$ cat config.mk
export PLATFORM = sky130hd
export DESIGN_NAME = fetch_buffer
export DESIGN_NICKNAME = d
export VERILOG_FILES = /design/src/rtl/fetch_buffer.sv
export SDC_FILE = /design/constraint.sdc
export NUM_CORES = 1
export LEC_CHECK = 0
export BUFFER_PORTS_ARGS = -buffer_cell sky130_fd_sc_hd__buf_2
export CAP_MARGIN = 40
export CORE_ASPECT_RATIO = 0.75
export CORE_MARGIN = 8
export CORE_UTILIZATION = 60
export CTS_CLUSTER_SIZE = 12
export DETAILED_ROUTE_END_ITERATION = 6
export GPL_TIMING_DRIVEN = 0
export HOLD_SLACK_MARGIN = 0.05
export PLACE_DENSITY = 0.82
export SLEW_MARGIN = 20
export SYNTH_ARGS = -nofsm -noshare
export SYNTH_HDL_FRONTEND = slang
export SYNTH_SLANG_ARGS = --single-unit
$ cat constraint.sdc
create_clock -name clk -period 21.2 [get_ports clk]
set_clock_uncertainty 0.15 [all_clocks]
set_input_delay 4.24 -clock clk [delete_from_list [all_inputs] [get_ports clk]]
set_output_delay 4.24 -clock clk [all_outputs]
set_load 0.02 [all_outputs]
$ cat src/rtl/fetch_buffer.sv
// Instruction-fetch buffer: issues in-order memory reads for incoming PCs and
// queues returned words with their PCs for decode; flush drops in-flight reads.
module fetch_buffer #(
  parameter int unsigned DEPTH = 4
) (
  input  logic        clk,
  input  logic        rst,
  input  logic [31:0] pc_in,
  input  logic        pc_valid,
  output logic        pc_ready,
  input  logic        flush,
  output logic        imem_req_valid,
  output logic [31:0] imem_req_addr,
  input  logic        imem_req_ready,
  input  logic        imem_rsp_valid,
  input  logic [31:0] imem_rsp_data,
  output logic        dec_valid,
  output logic [31:0] dec_instr,
  output logic [31:0] dec_pc,
  input  logic        dec_ready
);

  localparam int unsigned PW = $clog2(DEPTH);
  localparam int unsigned CW = PW + 1;
  localparam logic [CW:0] OCC_FULL = (CW + 1)'(DEPTH);

  logic [PW-1:0]    head_q, head_d;
  logic [PW-1:0]    alloc_q, alloc_d;
  logic [PW-1:0]    fill_q, fill_d;
  logic [CW-1:0]    count_q, count_d;
  logic [CW-1:0]    drop_cnt_q, drop_cnt_d;
  logic [CW-1:0]    pend_q, pend_d;
  logic [31:0]      pc_mem_q [DEPTH];
  logic [31:0]      pc_mem_d [DEPTH];
  logic [31:0]      instr_mem_q [DEPTH];
  logic [31:0]      instr_mem_d [DEPTH];
  logic [DEPTH-1:0] filled_q, filled_d;

  logic [CW:0] occupancy;
  logic        issue;
  logic        req_hs;
  logic        rsp_fill;
  logic        consume;

  // pend_q counts allocated-but-unfilled entries so the full/empty ambiguity
  // of fill_q == alloc_q never has to be resolved from the pointers alone.
  always_comb begin
    occupancy = {1'b0, count_q} + {1'b0, drop_cnt_q};
    issue     = pc_valid && !flush && (occupancy < OCC_FULL);
    req_hs    = issue && imem_req_ready;
    rsp_fill  = imem_rsp_valid && !flush && (drop_cnt_q == '0) && (pend_q != '0);
    consume   = filled_q[head_q] && dec_ready && !flush;
  end

  always_comb begin
    imem_req_valid = issue;
    pc_ready       = req_hs;
    imem_req_addr  = {pc_in[31:2], 2'b00};
    dec_valid      = filled_q[head_q];
    dec_instr      = instr_mem_q[head_q];
    dec_pc         = pc_mem_q[head_q];
  end

  always_comb begin
    head_d      = head_q;
    alloc_d     = alloc_q;
    fill_d      = fill_q;
    count_d     = count_q;
    drop_cnt_d  = drop_cnt_q;
    pend_d      = pend_q;
    pc_mem_d    = pc_mem_q;
    instr_mem_d = instr_mem_q;
    filled_d    = filled_q;

    if (flush) begin
      head_d     = '0;
      alloc_d    = '0;
      fill_d     = '0;
      count_d    = '0;
      pend_d     = '0;
      filled_d   = '0;
      // Unfilled entries become drops; a response this cycle is one of them.
      drop_cnt_d = drop_cnt_q + pend_q
                   - CW'(imem_rsp_valid && ((drop_cnt_q != '0) || (pend_q != '0)));
    end else begin
      if (imem_rsp_valid && (drop_cnt_q != '0)) begin
        drop_cnt_d = drop_cnt_q - CW'(1);
      end

      if (rsp_fill) begin
        instr_mem_d[fill_q] = imem_rsp_data;
        filled_d[fill_q]    = 1'b1;
        fill_d              = fill_q + PW'(1);
      end

      if (consume) begin
        filled_d[head_q] = 1'b0;
        head_d           = head_q + PW'(1);
      end

      if (req_hs) begin
        pc_mem_d[alloc_q] = pc_in;
        alloc_d           = alloc_q + PW'(1);
      end

      count_d = count_q + CW'(req_hs) - CW'(consume);
      pend_d  = pend_q + CW'(req_hs) - CW'(rsp_fill);
    end
  end

  always_ff @(posedge clk or posedge rst) begin
    if (rst) begin
      head_q     <= '0;
      alloc_q    <= '0;
      fill_q     <= '0;
      count_q    <= '0;
      drop_cnt_q <= '0;
      pend_q     <= '0;
      filled_q   <= '0;
      for (int unsigned i = 0; i < DEPTH; i++) begin
        pc_mem_q[i]    <= '0;
        instr_mem_q[i] <= '0;
      end
    end else begin
      head_q      <= head_d;
      alloc_q     <= alloc_d;
      fill_q      <= fill_d;
      count_q     <= count_d;
      drop_cnt_q  <= drop_cnt_d;
      pend_q      <= pend_d;
      filled_q    <= filled_d;
      pc_mem_q    <= pc_mem_d;
      instr_mem_q <= instr_mem_d;
    end
  end

endmodule
==> results of run 1 <==
-- worst max-delay path, cell delays in order --
cell     delay [ns]
buf_2          0.07
nor4b_2        0.21
and4b_1        0.25
buf_6          0.17
buf_2          0.18
-- metal layers --
metal,GRT usage,up-vias,share of wire
met5,0,-,0.00029
met4,0.0391,2,0.015
met3,0.0345,33,0.040
met2,0.303,134,0.46
met1,0.301,3781,0.49
li1,-,3211,-
-- layout make-up --
| type | instances | share of cell area |
|---|---|---|
| antenna | 1 | 0.000159 |
| buffer | 77 | 0.0444 |
| clock buffer | 36 | 0.0502 |
| clock inverter | 4 | 0.00143 |
| inverter | 23 | 0.00595 |
| multi-input combinational | 412 | 0.380 |
| sequential | 275 | 0.436 |
| tap | 294 | 0.0233 |
| timing repair buffer | 169 | 0.0579 |
-- path summary, 6_finish.rpt --
kind / start / end / slack [ns] / cells past startpoint
worst max-delay path: pc_valid / pc_ready / 11.69 / 5
worst min-delay path: drop_cnt_q[2]$_DFFE_PP0P_ / drop_cnt_q[2]$_DFFE_PP0P_ / 0.35 / 1
min in group asynchronous: rst / pc_mem_q[9]$_DFFE_PP0P_ / 3.53 / 2
worst max register to register: head_q[0]$_DFFE_PP0P_ / count_q[2]$_DFF_PP0_ / 18.17 / 11
worst min register to register: drop_cnt_q[2]$_DFFE_PP0P_ / drop_cnt_q[2]$_DFFE_PP0P_ / 0.35 / 1
max in group asynchronous: rst / instr_mem_q[100]$_DFFE_PP0P_ / 16.29 / 4
-- layout by cell type, fill, tap and decap left out, drive strengths merged, types with 4 or more instances in the layout --
cell type and n:
buf 235, nor2 9, mux2 259, mux4 65
inv 23, ha 23, nand2 12, nor2b 4
xnor2 9, dfrtp 275, a221oi 4, clkbuf 47
-- sequential cells by signal, indices dropped and copies added, names as in the netlist --
| register | cells |
|---|---|
| instr_mem_q | 128 |
| pc_mem_q | 128 |
| filled_q | 4 |
| count_q | 3 |
| drop_cnt_q | 3 |
| pend_q | 3 |
| alloc_q | 2 |
| fill_q | 2 |
| head_q | 2 |
-- synthesized netlist by cell type, types with 2 or more instances --
library cell | number | share of area
nand2_4 | 3 | 0.0025
buf_2 | 11 | 0.0040
dfrtp_1 | 275 | 0.50
o31ai_1 | 2 | 0.0011
buf_12 | 12 | 0.018
nand3_1 | 2 | 0.00073
nor2b_1 | 4 | 0.0018
buf_4 | 32 | 0.018
inv_1 | 23 | 0.0063
nor4b_2 | 2 | 0.0022
buf_6 | 11 | 0.0091
mux2_4 | 204 | 0.22
fa_1 | 3 | 0.0044
nand2_1 | 5 | 0.0014
mux2_1 | 3 | 0.0025
mux4_2 | 65 | 0.11
nand2_8 | 4 | 0.0059
o21ai_0 | 2 | 0.00073
nand2b_1 | 3 | 0.0014
clkbuf_1 | 11 | 0.0030
nor2_1 | 9 | 0.0025
ha_1 | 23 | 0.021
mux2_2 | 52 | 0.043
xnor2_1 | 9 | 0.0058
a221oi_2 | 4 | 0.0044
a21oi_1 | 3 | 0.0011
-- power by group through the flow --
stage | registers (W) | clock network (W) | logic, W
after floorplan | 0.000645 | 0 | 0.000309
after global placement | 0.000659 | 0 | 0.000407
after detailed placement | 0.000658 | 0 | 0.000421
after CTS | 0.000654 | 0.000462 | 0.000421
after global routing | 0.000665 | 0.000482 | 0.000443
final | 0.000655 | 0.000451 | 0.000414
-- logic make-up (layout without fill, tap and decap cells) --
kind of cell,Yosys count,after routing,share of synthesized area
compound gates,14,14,0.00925
flops,275,275,0.504
buf+inv,100,309,0.0576
mux,325,325,0.377
simple gates,35,35,0.0202
xor+xnor,10,10,0.00641
other cells,1,3,0.000274
fa+ha+maj,26,26,0.0255
-- per-stage QoR --
step	power (W)	hold slack, ns	utilization	cell area (um^2)
final	0.00152	0.346	0.710	15800
after CTS	0.00154	0.353	0.710	15800
after detailed placement	0.00108	0.336	0.673	15000
after floorplan	0.000954	0.302	-	13700
after global routing	0.00159	0.365	0.710	15800
after global placement	0.00107	0.314	0.669	14900
==> results.md, run 1 <==
- Finished Layout Cells: 1,291
- Minimum clock period: 9.51 ns
- PostCTS Resize Cnt: 0
- Pwr/cell area: 96.3 nW/um^2
- Initial DRC count: 356
- Max Cap Viol: 0
- CTS Hold Bufs: 0
- WL per Instance: 21.3 um
- Setup WS post-layout: 11.69 ns
- Synthesized cell area: 13,700 um^2
- Actual slew at the worst max-slew pin: 0.709 ns
- Leakage power: 8.33 nW
- Int Pwr: approximately 0.0011 W
- Sequential cell fraction of total power: 0.431
- All-Layer GR Usage: 0.200
- Critical path type: input pin to primary output
- YS warnings: 0
- Post-placement setup slack: between 10 and 15 ns
- Clock-pin slew on the worst setup and hold paths: 0.05 ns
- Drt first pass iters: 4
- Core area: 22,200 um^2
- Layout cells sized above 1: 0.610
- Nets: 1,083
- Die height: 147 um
- CTS Sinks: around 280
- Drt drc: 0
- CTS tree: built
- Setup TNS Final: 0 ns
- Initial Utilization: 0.615
- CTS buffer count: 28
- Number of flops mapped to enable cells by yosys: 0
- H-Tree Level Count: 1
- Syn Area/Cell: 17.4 um^2
- RSZ-0062 raised after global routing: no
- Comb pwr share: 0.272
- Critical Path AT: 5.12 ns
- Area delta synth->final: 15.4%
- Ys async rst share: 1.00
- #FFs+latches synth: 275
- Routed wire length: around 28 mm
- Worst EP required: 16.81 ns
- I/O pin count: 170
- Number of instances in the placed design: 1,250
- Peak Freq: 0.105 GHz
- Vias in the first global route: 8,036
- Slew Viols, Final: 0
- Switching part of the total: 0.285
- Clock buffer depth: 3
- # Post-CTS Setup Buffers: 0
- Die Width: 190 um
- Startpoint types: input pin
- Via count: 7,161
- PortBufs: 166
- Power share of the clock group: 0.297
- Placed wire-length estimate: between 15 and 20 mm
- Psw: 0.000434 W
- Crit. End Element: primary output
- Fill count: 1,455
- Placer congestion estimate: 0.762
- Seq/Total Area, Yosys: 0.504
- Critical path peak fanout: 9
- Final hold violation count: 0
- VDD IR max: 0.0626 mV
- Routed vias/inst: 5.55
- Later-pin clock latency in the skew report: 0.53 ns
- Max-Slew Margin vs Limit: 0.527
- Final period utilization: 0.449
- Reg area: 6880 um^2
- Pin count of the biggest net entering global routing: 88
- Initial antenna violation count: 2
- Root Buffer: clkbuf_16
- ANT nets after route: 0
- Die area: approximately 28,000 um^2
- Synth Instances: slightly below 800
- Area of the multi-input gates: between 6000 and 7000 um^2
- Min-delay worst type: flip-flop to flip-flop
- Main synth FF type: dfrtp_1
- Global-route wire length before repair: roughly 45 mm
- # rows: 47
- Synth cell types: 35
- Status: complete, no violations
- Final setup viols: 0
- Grt ovf: 0
No activity file was read; power rests on OpenSTA's default activity.
==> inputs of run 2 (changes only) <==
Settings changed: ABC_AREA from default to 1, CORE_UTILIZATION 60 to 58, PLACE_DENSITY 0.82 to 0.8.
Clock period 21.2 ns to 8.8 ns, I/O delays scaled along.
==> results.md, run 2 <==
- Drt drc: 0
- WL met3: 4.76 mm
- Area delta synth->final: 16.6%
- Synth Instances: 1,694
- WL per Instance: between 15 and 20 um
- Initial antenna violation count: 4
- Root Buffer: clkbuf_16
- YS warnings: 0
- Final period utilization: 0.587
- RSZ-0062 raised after global routing: no
- Uppermost layer routed: met5
- Peak Freq: slightly below 0.2 GHz
- Minimum clock period: 5.17 ns
- Area of the multi-input gates: 5580 um^2
- Status: complete, no violations
- Pin count of the biggest net entering global routing: 34
- Ys async rst share: 1.00
- Reg area: 6880 um^2
- Number of flops mapped to enable cells by yosys: 0
- Seq/Total Area, Yosys: 0.513
- Fill count: ~1,900
- Leakage power: around 8.8 nW
- Post-synth top area share: 0.513
- Synth cell types: 21
- Later-pin clock latency in the skew report: 0.56 ns
- Initial DRC count: 1,592
- Final hold violation count: 0
- Vias in the first global route: 12,672
- Global-route wire length before repair: 67.4 mm
- Area contributors post-synth: dfrtp_1, nand2_1, nand4_1
- CTS Sinks: between 200 and 300
- Final Power: ~0.0035 W
- Final setup viols: 0
- Finished Layout Cells: 2,218
- Routed wire length: 42.1 mm
- Clock buffer depth: 3
- # rows: 48
- Fin util: 0.685
- CTS tree: built
- Min-delay worst type: flip-flop to flip-flop
- Layout cells sized above 1: 0.155
- Die height: ~150 um
- # Post-CTS Setup Buffers: 0
- Critical Path AT: 3.26 ns
- VDD IR max: 0.167 mV
- ANT nets after route: 0
- H-Tree Level Count: 1
- PortBufs: 166
- Count leader, synth: nand2_1
- Slew Viols, Final: 0
- Max-Slew Margin vs Limit: 0.511
- Metal-1 WL: 17.8 mm
- DR WL met2: 18.4 mm
- Critical path type: input pin to primary output
- Crit. End Element: primary output
- Main synth FF type: dfrtp_1
- Area leader, netlist: dfrtp_1
- Placer congestion estimate: 0.940
- Pwr/cell area: 225 nW/um^2
- Setup TNS Final: 0 ns
- #FFs+latches synth: about 280
- CTS Hold Bufs: 0
- Actual slew at the worst max-slew pin: 0.733 ns
- Initial Utilization: 0.587
- Critical path peak fanout: 10
- Nets: 1,997
- Die Width: 192 um
- Commonest cells after routing, fill and taps aside: nand2_1, dfrtp_1, buf_2
- Routed vias/inst: 5.86
- Syn Area/Cell: 7.91 um^2
- I/O pin count: 170
- Post-synth top cells: nand2_1, dfrtp_1, nor2_1, o21ai_0, nand4_1
- Number of instances in the placed design: around 2,200
- Die area: 28,300 um^2
- Most common cell after layout, fill and taps aside: nand2_1
- Startpoint types: input pin
- Worst EP required: 6.89 ns
- CTS buffer count: 28
- PostCTS Resize Cnt: 0
- Grt ovf: 0
- Synthesized cell area: 13,400 um^2
- Drt first pass iters: 7
- Clock-pin slew on the worst setup and hold paths: approximately 0.060 ns
- Regs by FF count: instr_mem_q (128), pc_mem_q (128), filled_q (4)
- Placed wire-length estimate: 29.4 mm
- Core area: 22,800 um^2
- All-Layer GR Usage: 0.294
- Via count: 13,007
- Max Cap Viol: 0
run 2: changes by cell type in the layout (fill, tap and decap cells not counted), moves of 10 or more:
cell      change
clkbuf_1     +74
mux2_4      -204
o22ai_1      +64
buf_4        +10
nand4_1     +131
buf_6        -11
nand2_1     +682
inv_1        +13
mux2_2       -52
nor2_1      +139
o21ai_0     +132
nand3_1      +15
buf_2        +22
mux4_2       -65
run 2: critical path, cell delays in order:
cell	delay, ns
buf_2	0.12
inv_2	0.15
nand3b_1	0.15
nor2_4	0.33
buf_4	0.26
nand2_1	0.13
inv_2	0.15
buf_2	0.18
run 2: stage by stage:
step,hold WS [ns],area (um^2),setup slack [ns]
2_1_floorplan,0.287,13400,3.25
3_3_place_gp,0.298,14600,1.60
3_5_place_dp,0.303,14800,3.71
4_1_cts,0.318,15600,3.67
5_1_grt,0.329,15600,3.55
6_report,0.318,15600,3.63
run 2: worst paths after layout:
path                                                 from                           to  slack [ns]  cells past startpoint
worst max-delay path                                flush                     pc_ready        3.63                      8
worst min-delay path             pc_mem_q[70]$_DFFE_PP0P_     pc_mem_q[70]$_DFFE_PP0P_        0.32                      2
worst min register to register   pc_mem_q[70]$_DFFE_PP0P_     pc_mem_q[70]$_DFFE_PP0P_        0.32                      2
max in group asynchronous                             rst    pc_mem_q[107]$_DFFE_PP0P_        6.01                      7
worst max register to register  drop_cnt_q[2]$_DFFE_PP0P_          pend_q[2]$_DFF_PP0_        5.91                     11
min in group asynchronous                             rst  instr_mem_q[27]$_DFFE_PP0P_        1.11                      2
run 2: final cells by class:
cell class,instances,share of cell area
inverter,42,0.0103
timing repair buffer,175,0.0652
clock inverter,3,0.00168
antenna,1,0.000160
clock buffer,44,0.0506
buffer,157,0.0505
tap,300,0.0240
sequential,275,0.440
multi-input combinational,1221,0.357
run 2: cell families (layout without fill, tap and decap cells):
kind of cell	after synthesis	in the layout	share of synthesized area
XOR/XNOR	5	5	0.00327
other	1	3	0.000280
adder cells (fa/ha/maj)	26	26	0.0260
buffers and inverters	199	421	0.0706
AND/OR/NAND/NOR	990	990	0.307
flip-flops	275	275	0.513
AO/OA/AOI/OAI	198	198	0.0799
run 2: routing by layer:
metal | vias to the layer above | global-route usage
li1 | 5920 | -
met1 | 6201 | 0.432
met2 | 778 | 0.429
met3 | 102 | 0.0621
met4 | 6 | 0.0952
met5 | - | 0
run 2: where the power goes:
| group | switching [W] | total [W] | internal, W |
|---|---|---|---|
| clock | 0.000499 | 0.00111 | 0.000611 |
| sequential | 0.0000929 | 0.00152 | 0.00143 |
| combinational | 0.000582 | 0.000883 | 0.000301 |
| total | 0.00117 | 0.00352 | 0.00234 |
